[src/rtl/bp_resolve.sv]
// Branch-resolution unit: queues fetch-stage predictions in order and checks
// them against execute-stage outcomes, training the predictor on a miss.
// Latency: mispred/t_addr/tp_addr/redirect_pc are registered, 1 cycle after
// the resolving edge. Backpressure: push_ready drops when the queue is full
// and during the mispredict cycle; res_valid is never stalled.
//
// Ports:
//   clk, rst                 clock, asynchronous active-high reset
//   push_*                   fetch prediction (pc, hit, taken, paddr), valid/ready
//   res_*                    resolution of the oldest queued instruction
//   flush                    external flush, empties the queue
//   mispred, t_addr, tp_addr training pulse to the predictor
//   redirect_pc              correct next PC for the front end
//   count                    queue occupancy
//   proto_err                sticky: resolve seen with an empty queue
//   n_resolved, n_mispred    wrapping event counters
module bp_resolve #(
   parameter int N = 3
) (
   input  logic         clk,
   input  logic         rst,
   input  logic         push_valid,
   output logic         push_ready,
   input  logic [31:0]  push_pc,
   input  logic         push_hit,
   input  logic         push_taken,
   input  logic [31:0]  push_paddr,
   input  logic         res_valid,
   input  logic         res_is_br,
   input  logic         res_taken,
   input  logic [31:0]  res_target,
   input  logic         flush,
   output logic         mispred,
   output logic [31:0]  t_addr,
   output logic [31:0]  tp_addr,
   output logic [31:0]  redirect_pc,
   output logic [N:0]   count,
   output logic         proto_err,
   output logic [31:0]  n_resolved,
   output logic [31:0]  n_mispred
);

   localparam int DEPTH = 1 << N;

   // Prediction storage; written only, never reset (contents gated by count).
   logic [31:0] pc_mem    [DEPTH];
   logic [31:0] paddr_mem [DEPTH];
   logic        hit_mem   [DEPTH];
   logic        taken_mem [DEPTH];

   logic [N-1:0] rd_ptr;
   logic [N-1:0] wr_ptr;

   logic        empty;
   logic        full;
   logic [31:0] h_pc;
   logic [31:0] h_paddr;
   logic        pred_t;
   logic        act_t;
   logic        wrong;
   logic [31:0] pc_plus4;
   logic [31:0] next_pc;
   logic [31:0] train_tgt;
   logic        do_pop;
   logic        do_push;
   logic        squash;
   logic        err_evt;

   assign empty = (count == '0);
   assign full  = (count == (N+1)'(DEPTH));

   // The cycle after a mispredict is a dead cycle for the front end, so
   // fetch is held off even if there is room.
   assign push_ready = !full && !mispred;

   assign h_pc    = pc_mem[rd_ptr];
   assign h_paddr = paddr_mem[rd_ptr];
   assign pred_t  = hit_mem[rd_ptr] & taken_mem[rd_ptr];
   assign act_t   = res_is_br & res_taken;

   // A taken branch needs both the direction and the target right; anything
   // else (not-taken branch, non-branch) is wrong only if it was predicted taken.
   assign wrong     = act_t ? (!pred_t || (h_paddr != res_target)) : pred_t;
   assign pc_plus4  = h_pc + 32'd4;
   assign next_pc   = act_t ? res_target : pc_plus4;
   assign train_tgt = res_is_br ? res_target : pc_plus4;

   // flush beats everything; the mispred cycle ignores both request sides.
   assign do_pop  = res_valid && !empty && !mispred && !flush;
   assign squash  = do_pop && wrong;
   assign do_push = push_valid && push_ready && !flush && !squash;
   assign err_evt = res_valid && empty && !mispred && !flush;

   always_ff @(posedge clk) begin
      if (do_push) begin
         pc_mem[wr_ptr]    <= push_pc;
         paddr_mem[wr_ptr] <= push_paddr;
         hit_mem[wr_ptr]   <= push_hit;
         taken_mem[wr_ptr] <= push_taken;
      end
   end

   always_ff @(posedge clk or posedge rst) begin
      if (rst) begin
         rd_ptr      <= '0;
         wr_ptr      <= '0;
         count       <= '0;
         mispred     <= 1'b0;
         t_addr      <= '0;
         tp_addr     <= '0;
         redirect_pc <= '0;
         proto_err   <= 1'b0;
         n_resolved  <= '0;
         n_mispred   <= '0;
      end else begin
         mispred <= squash;

         if (do_pop) begin
            n_resolved <= n_resolved + 32'd1;
         end

         if (squash) begin
            n_mispred   <= n_mispred + 32'd1;
            t_addr      <= h_pc;
            tp_addr     <= train_tgt;
            redirect_pc <= next_pc;
         end

         if (err_evt) begin
            proto_err <= 1'b1;
         end

         // Everything behind a mispredicted head is wrong-path: drop it all.
         if (flush || squash) begin
            rd_ptr <= '0;
            wr_ptr <= '0;
            count  <= '0;
         end else begin
            if (do_push) wr_ptr <= wr_ptr + 1'b1;
            if (do_pop)  rd_ptr <= rd_ptr + 1'b1;
            case ({do_push, do_pop})
               2'b10:   count <= count + 1'b1;
               2'b01:   count <= count - 1'b1;
               default: count <= count;
            endcase
         end
      end
   end

endmodule

[config.mk]
export PLATFORM = sky130hd
export DESIGN_NAME = bp_resolve
export DESIGN_NICKNAME = d
export VERILOG_FILES = /design/src/rtl/bp_resolve.sv
export SDC_FILE = /design/constraint.sdc
export NUM_CORES = 1
export LEC_CHECK = 0
export BUFFER_PORTS_ARGS = -buffer_cell sky130_fd_sc_hd__buf_4
export CORE_MARGIN = 8
export CORE_UTILIZATION = 50
export CTS_BUF_LIST = sky130_fd_sc_hd__clkbuf_4 sky130_fd_sc_hd__clkbuf_8 sky130_fd_sc_hd__clkbuf_16
export DETAILED_ROUTE_END_ITERATION = 8
export GPL_ROUTABILITY_DRIVEN = 0
export PLACE_DENSITY_LB_ADDON = 0.12
export SYNTH_ARGS = -nofsm -noshare
export SYNTH_HDL_FRONTEND = slang
export SYNTH_SLANG_ARGS = --single-unit
[constraint.sdc]
create_clock -name clk -period 21.8 [get_ports clk]
set_input_delay 1.09 -clock clk [delete_from_list [all_inputs] [get_ports clk]]
set_output_delay 1.09 -clock clk [all_outputs]
set_load 0.005 [all_outputs]
==> out/results.tsv, run 1 <==
metric	value	unit
finClkSkew	31.0	ps
die_y	255	microns
row_count	87	
layout.cells.non_filler	2827	
ys_seq_area_share	70.6	%
syn_nets	1837	
setup_violations	0	
coreArea	0.0564	sq mm
ant_nets	0	
cap_violations	0	
cp.required	22020	ps
synth_cells	1724	
grt_overflow	0	
wl_per_cell	26.3	microns
cts_buffers	74	
status	finished, final reports clean	
cts_setup_buffers	0	
start_kind	register	
design.portCount	272	
ir_drop	0.0000717	V
cts_tree	done	
clkLatencyLatePin	610	ps
dr_total_vias	16400	
setup_tns	0	ps
p_leak	12.2	nW
async_reset_ff_share	24.6	%
hp-class	register to register	
critPathMaxStageDelay	790	ps
synth_top_area_share	55.6	%
fin_util	59.9	%
start_util	50.6	%
criticalPathCategory	register to register	
timing.final.crit_share	28.2	%
cts_root_buffer	clkbuf_16	
rsz0062_at_grt	false	
period_needed	6150	ps
slew_headroom	20.2	%
die_area	0.0650	sq mm
htree_levels	3	
via_per_inst	5.80	
synth_area	0.0285	sq mm
die_w	255	microns
power.density	114	mW/mm^2
end_kind	register	
cp-startpoint	rd_ptr[2]$_DFFE_PP0P_	
yosys_warnings	0	
yosys.area.top_type	edfxtp_1	
path_clk_slew	60	ps
synth_edf_count	528	
grt_usage	22.8	%
fmax	163	MHz
post-dp-hpwl	47900	microns
grt_pass1_vias	16300	
grt_max_degree	121	
ys_ff_latch	700	
wl	74400	microns
remaining_drc_errors	0	
arrival	6370	ps
cp_common_cell	buf_4	
synth_cell_type_count	57	
grt_pass1_wl	109000	microns
area_growth	18.3	%
synthTopCellsByCount	528 x edfxtp_1, 172 x dfrtp_1, 123 x nand2_1	
finalNetCount	2126	
worst_pin_slew	1200	ps
first_iter_violations	1252	
cts_resized	0	
clockBufferDepth	3	
io_buffers	271	
synth_area_per_cell	16.6	sq um
slowest_stage	buf_4	
synth.most_common_cell	edfxtp_1	
yosys-top-cells-area	edfxtp_1 56%, dfrtp_1 15%, mux4_2 8.4%	
cp_cell_sequence	buf_4 -> buf_4 -> mux4_2 -> mux2i_1 -> xnor2_1 -> nor3_1 -> nand4_1 -> nor4_2 -> o2111ai_1 -> nor2_4 -> buf_4	
clock_sink_count	700	
synthFlopType	edfxtp_1	
first_pass_iters	7	
slew_violations	0	
hold_violations	0	
critPathMaxFanout	59	
worstReg2RegStart	rd_ptr[2]$_DFFE_PP0P_	
drive_above_1_share	28.5	%
antenna_found_initial	4	
hp-start	proto_err$_DFFE_PP0P_	
hold_buffers	0	
placed_cells	2693	
## critical path: cells and delay by family, from the launching register on
| family | cells | cell delay (ps) |
|---|---|---|
| buf+inv | 3 | 2230 |
| simple gates | 4 | 1620 |
| mux | 2 | 690 |
| flops | 1 | 490 |
| compound gates | 1 | 440 |
| xor+xnor | 1 | 120 |
## logic make-up after synthesis
group	Yosys count	share of synthesized area (%)
flip-flops	700	70.6
AND/OR/NAND/NOR	389	6.43
multiplexers	229	12.9
AO/OA/AOI/OAI	187	4.17
XOR/XNOR	117	3.59
buffers and inverters	94	1.91
adder cells (fa/ha/maj)	8	0.377
## sequential cells by signal, summed over array words and instances, names as in the netlist
signal / count
t_addr: 32
rd_ptr: 3
paddr_mem: 256
mispred: 1
hit_mem: 8
taken_mem: 8
n_mispred: 32
pc_mem: 256
tp_addr: 32
n_resolved: 32
count: 4
proto_err: 1
redirect_pc: 32
wr_ptr: 3
## stage by stage
stage               area [sq um]  hold WS (ps)  total power, mW  setup slack, ps
floorplan                  28500           451             2.21            12360
global placement           31300           449             2.60            15690
detailed placement         31300           448             2.62            15640
CTS                        33700           461             3.88            15550
global route               33700           467             4.00            15290
finish                     33700           459             3.83            15650
## power breakdown
group	switching, mW	total, mW	internal [mW]
Sequential	0.126	1.71	1.58
Combinational	0.458	0.874	0.416
Clock	0.499	1.25	0.755
Total	1.08	3.83	2.75
## final cells by class
type	instances	area, sq um
Fill cell	4279	22600
Sequential cell	700	20200
Multi-Input combinational cell	930	7900
Timing Repair Buffer	299	2260
Clock buffer	103	2140
Tap cell	756	946
Clock inverter	29	299
Inverter	8	37.5
Antenna cell	2	5.00
## worst paths after layout
| check | end | depth (start not counted) | slack [ps] |
|---|---|---|---|
| worst max-delay path | pc_mem[3][16]$_DFFE_PP_ | 11 | 15650 |
| worst min-delay path | proto_err$_DFFE_PP0P_ | 1 | 460 |
| worst max register to register | pc_mem[3][16]$_DFFE_PP_ | 11 | 15650 |
| worst min register to register | proto_err$_DFFE_PP0P_ | 1 | 460 |
| max in group asynchronous | rd_ptr[2]$_DFFE_PP0P_ | 3 | 19550 |
| min in group asynchronous | n_resolved[21]$_DFFE_PP0P_ | 2 | 630 |
## layer usage
| metal | vias up | track usage (%) | share of wire, % |
|---|---|---|---|
| met5 | - | 0 | 0.016 |
| met2 | 586 | 36.4 | 48 |
| li1 | 7224 | - | - |
| met3 | 107 | 4.99 | 7.5 |
| met1 | 8490 | 31.6 | 42 |
| met4 | 2 | 6.19 | 2.1 |
## cells in the final DEF (no fill, tap or decap), types with 13 or more instances in the layout
cell type / Yosys / layout
a21oi_1: 71 / 71
and3_1: 25 / 25
buf_4: 21 / 298
clkbuf_16: 0 / 76
clkbuf_4: 0 / 22
clkinv_1: 0 / 13
dfrtp_1: 172 / 169
edfxtp_1: 528 / 528
mux2_2: 46 / 46
mux2i_1: 73 / 73
mux4_2: 106 / 106
nand2_1: 123 / 123
nand3_1: 41 / 41
nand4_1: 19 / 19
nor2_1: 104 / 100
nor3_1: 24 / 23
o211ai_1: 24 / 24
o21a_1: 28 / 28
o21ai_0: 14 / 14
xnor2_1: 87 / 87
xor2_1: 30 / 30
Note: power is estimated with default switching activity, not from simulation.
==> run 2: changes to the inputs <==
==> constraint.sdc (replaced) <==
create_clock -name clk -period 6 [get_ports clk]
set_input_delay 0.3 -clock clk [delete_from_list [all_inputs] [get_ports clk]]
set_output_delay 0.3 -clock clk [all_outputs]
set_load 0.005 [all_outputs]
==> run 2 against run 1 <==
  * Core utilization is 1.8 points higher
  * Clock power increased to 3.7 times the previous value
  * Routed wire length decreased by 0.52%
  * Combinational power rose to 3.7 times the previous value
  * Critical endpoint is now count[3]$_DFFE_PP0P_
  * Largest cell class unchanged
  * Worst hold slack worse by 430 ps
  * Clock-buffer cell count increased by 7
  * Via count grew 0.98%
  * Register-to-register slack lost 15000 ps
==> out/results.tsv, run 2 (synthesis results as in run 1) <==
metric	value	unit	change
area_growth	21.9	%	
finClkSkew	15.5	ps	-15.5 ps
wl	74000	microns	-0.52%
antenna_cells	0		-2
grt_pass1_vias	17000		+3.9%
antenna_found_initial	4		unchanged
period_needed	5070	ps	-1080 ps
slew_headroom	22.0	%	+1.7 points
grt_pass1_wl	110000	microns	+0.65%
hp-start	flush		
arrival	5530	ps	-840 ps
critical_path_depth	16		+5
wl_per_cell	25.4	microns	-3.5%
rr_endpoint	count[3]$_DFFE_PP0P_		
die_area	0.0650	sq mm	unchanged
r2r_slack	930	ps	-14720 ps
start_util	50.6	%	unchanged
coreArea	0.0564	sq mm	unchanged
num-fill-cells	4220		-1.4%
final_common_cell	edfxtp_1		
row_count	87		unchanged
design.portCount	272		unchanged
grt_max_degree	188		+55%
cts_root_buffer	clkbuf_16		
power.density	405	mW/mm^2	+260%
placed_cells	2703		+0.37%
first_iter_violations	1246		-0.48%
hold_ws	28.4	ps	-430 ps
die_w	255	microns	unchanged
clockBufferDepth	3		unchanged
reg.largest.list	paddr_mem (256), pc_mem (256)		
post_dp_cell_area	0.0316	sq mm	+0.77%
fmax	197	MHz	+21%
finalNetCount	2208		+3.9%
slew_violations	0		unchanged
start_kind	register		
ant_nets	0		unchanged
cp-startpoint	rd_ptr[1]$_DFFE_PP0P_		
htree_levels	3		unchanged
min_to	count[2]$_DFFE_PP0P_		
clock_sink_count	700		unchanged
critPathMaxFanout	50		-15%
power	14.1	mW	+270%
path_clk_slew	60	ps	about the same
whs_path_depth	2		+1
drive_above_1_share	28.6	%	+0.12 points
first_pass_iters	8		+1
cp_top_family	simple AND/OR/NAND/NOR gates		
hp-class	input port to register		
final_area	0.0348	sq mm	+3.1%
layout.cells.non_filler	2914		+3.1%
fin_util	61.7	%	+1.8 points
worstReg2RegStart	rd_ptr[1]$_DFFE_PP0P_		
rsz0062_at_grt	false		
status	finished, final reports clean		
remaining_drc_errors	0		unchanged
cp.required	6460	ps	-15560 ps
cts_resized	0		unchanged
slowest_stage	dfrtp_4		
worst_pin_slew	1170	ps	-25.9 ps
cap_violations	0		unchanged
dr_total_vias	16600		+0.98%
cts_buffers	75		+1.4%
r2r_cells	16		+5
cp_common_cell	xnor2_1		
end_kind	register		
path_buf_inv	1		-2
io_buffers	271		unchanged
cp_cell_sequence	buf_4 -> mux4_2 -> mux2i_1 -> xnor2_1 -> nor4_1 -> nand4_1 -> nor4_2 -> nor2_4 -> o31a_1 -> ha_1 -> a21o_1 -> a21oi_1 -> or3_1 -> nand2_1 -> xnor2_1 -> nor3_1		
via_per_inst	5.69		-2.0%
die_y	255	microns	unchanged
post-dp-hpwl	48700	microns	+1.6%
timing.final.crit_share	84.5	%	+56 points
ir_drop	0.000224	V	+210%
grt_usage	22.7	%	-0.091 points
cts_tree	done		
grt_overflow	0		unchanged
p_leak	12.7	nW	+3.6%
mostFrequentLayoutCells	528 x edfxtp_1, 298 x buf_4, 169 x dfrtp_1		
criticalPathCategory	register to register		
critPathMaxStageDelay	1010	ps	+220 ps
hold_violations	0		unchanged
clkLatencyLatePin	620	ps	about the same
setup_violations	0		unchanged
-- run 2: cell types whose count changed in the layout (fill, tap and decap cells not counted), sizes merged, moves of 2 or more --
cell         change
buf             +10
bufinv           -2
clkbuf           +7
diode            -2
dlygate4sd3     +71
inv              +2
-- run 2: cell type report --
type                       count  area [sq um]  share of cell area [%]
tap                          756           946                    2.72
timing repair buffer         380          3170                    9.11
multi-input combinational    930          7940                    22.8
clock buffer                 110          2240                    6.43
sequential                   700         20200                    58.0
clock inverter                30           293                   0.842
inverter                       8          37.5                   0.108
-- run 2: per-stage QoR --
stage / TNS (ps) / setup WS [ps]
CTS: 0 / 912
global placement: 0 / 917
detailed placement: 0 / 938
finish: 0 / 933
floorplan: -131730 / -665
global route: 0 / 609
-- run 2: worst reg2reg max path: stages, from the launching register on --
cell and delay [ps]:
dfrtp_4 1010, buf_4 590, mux4_2 390, mux2i_1 170, xnor2_1 90, nor4_1 220, nand4_1 200, nor4_2 600
nor2_4 220, o31a_1 390, ha_1 300, a21o_1 100, a21oi_1 70, or3_1 300, nand2_1 90, xnor2_1 110
nor3_1 60
-- run 2: layer usage --
layer | track usage, % | vias up | part of all wire, %
met3 | 4.49 | 112 | 7.1
li1 | - | 7396 | -
met2 | 36.6 | 552 | 48
met5 | 0 | - | 0.035
met4 | 6.87 | 4 | 2.5
met1 | 31.2 | 8506 | 43
-- run 2: how the worst max path moves through the flow --
stage | endpoint
after floorplan | hit_mem[2]$_DFFE_PP_
after global placement | paddr_mem[5][27]$_DFFE_PP_
after detailed placement | count[3]$_DFFE_PP0P_
after CTS | paddr_mem[5][12]$_DFFE_PP_
after global routing | count[3]$_DFFE_PP0P_
final | count[3]$_DFFE_PP0P_
-- run 2: timing repair --
action	CTS	global route
buffers inserted	0	0
endpoints found under the hold margin	654	0
hold buffers	71	0
-- run 2: power breakdown --
| part | switching, mW | internal, mW | leakage, nW | total (mW) |
|---|---|---|---|---|
| Clock | 1.89 | 2.78 | 1.28 | 4.67 |
| Sequential | 0.434 | 5.74 | 6.90 | 6.17 |
| Combinational | 1.67 | 1.57 | 4.47 | 3.24 |
| Total | 3.99 | 10.1 | 12.7 | 14.1 |
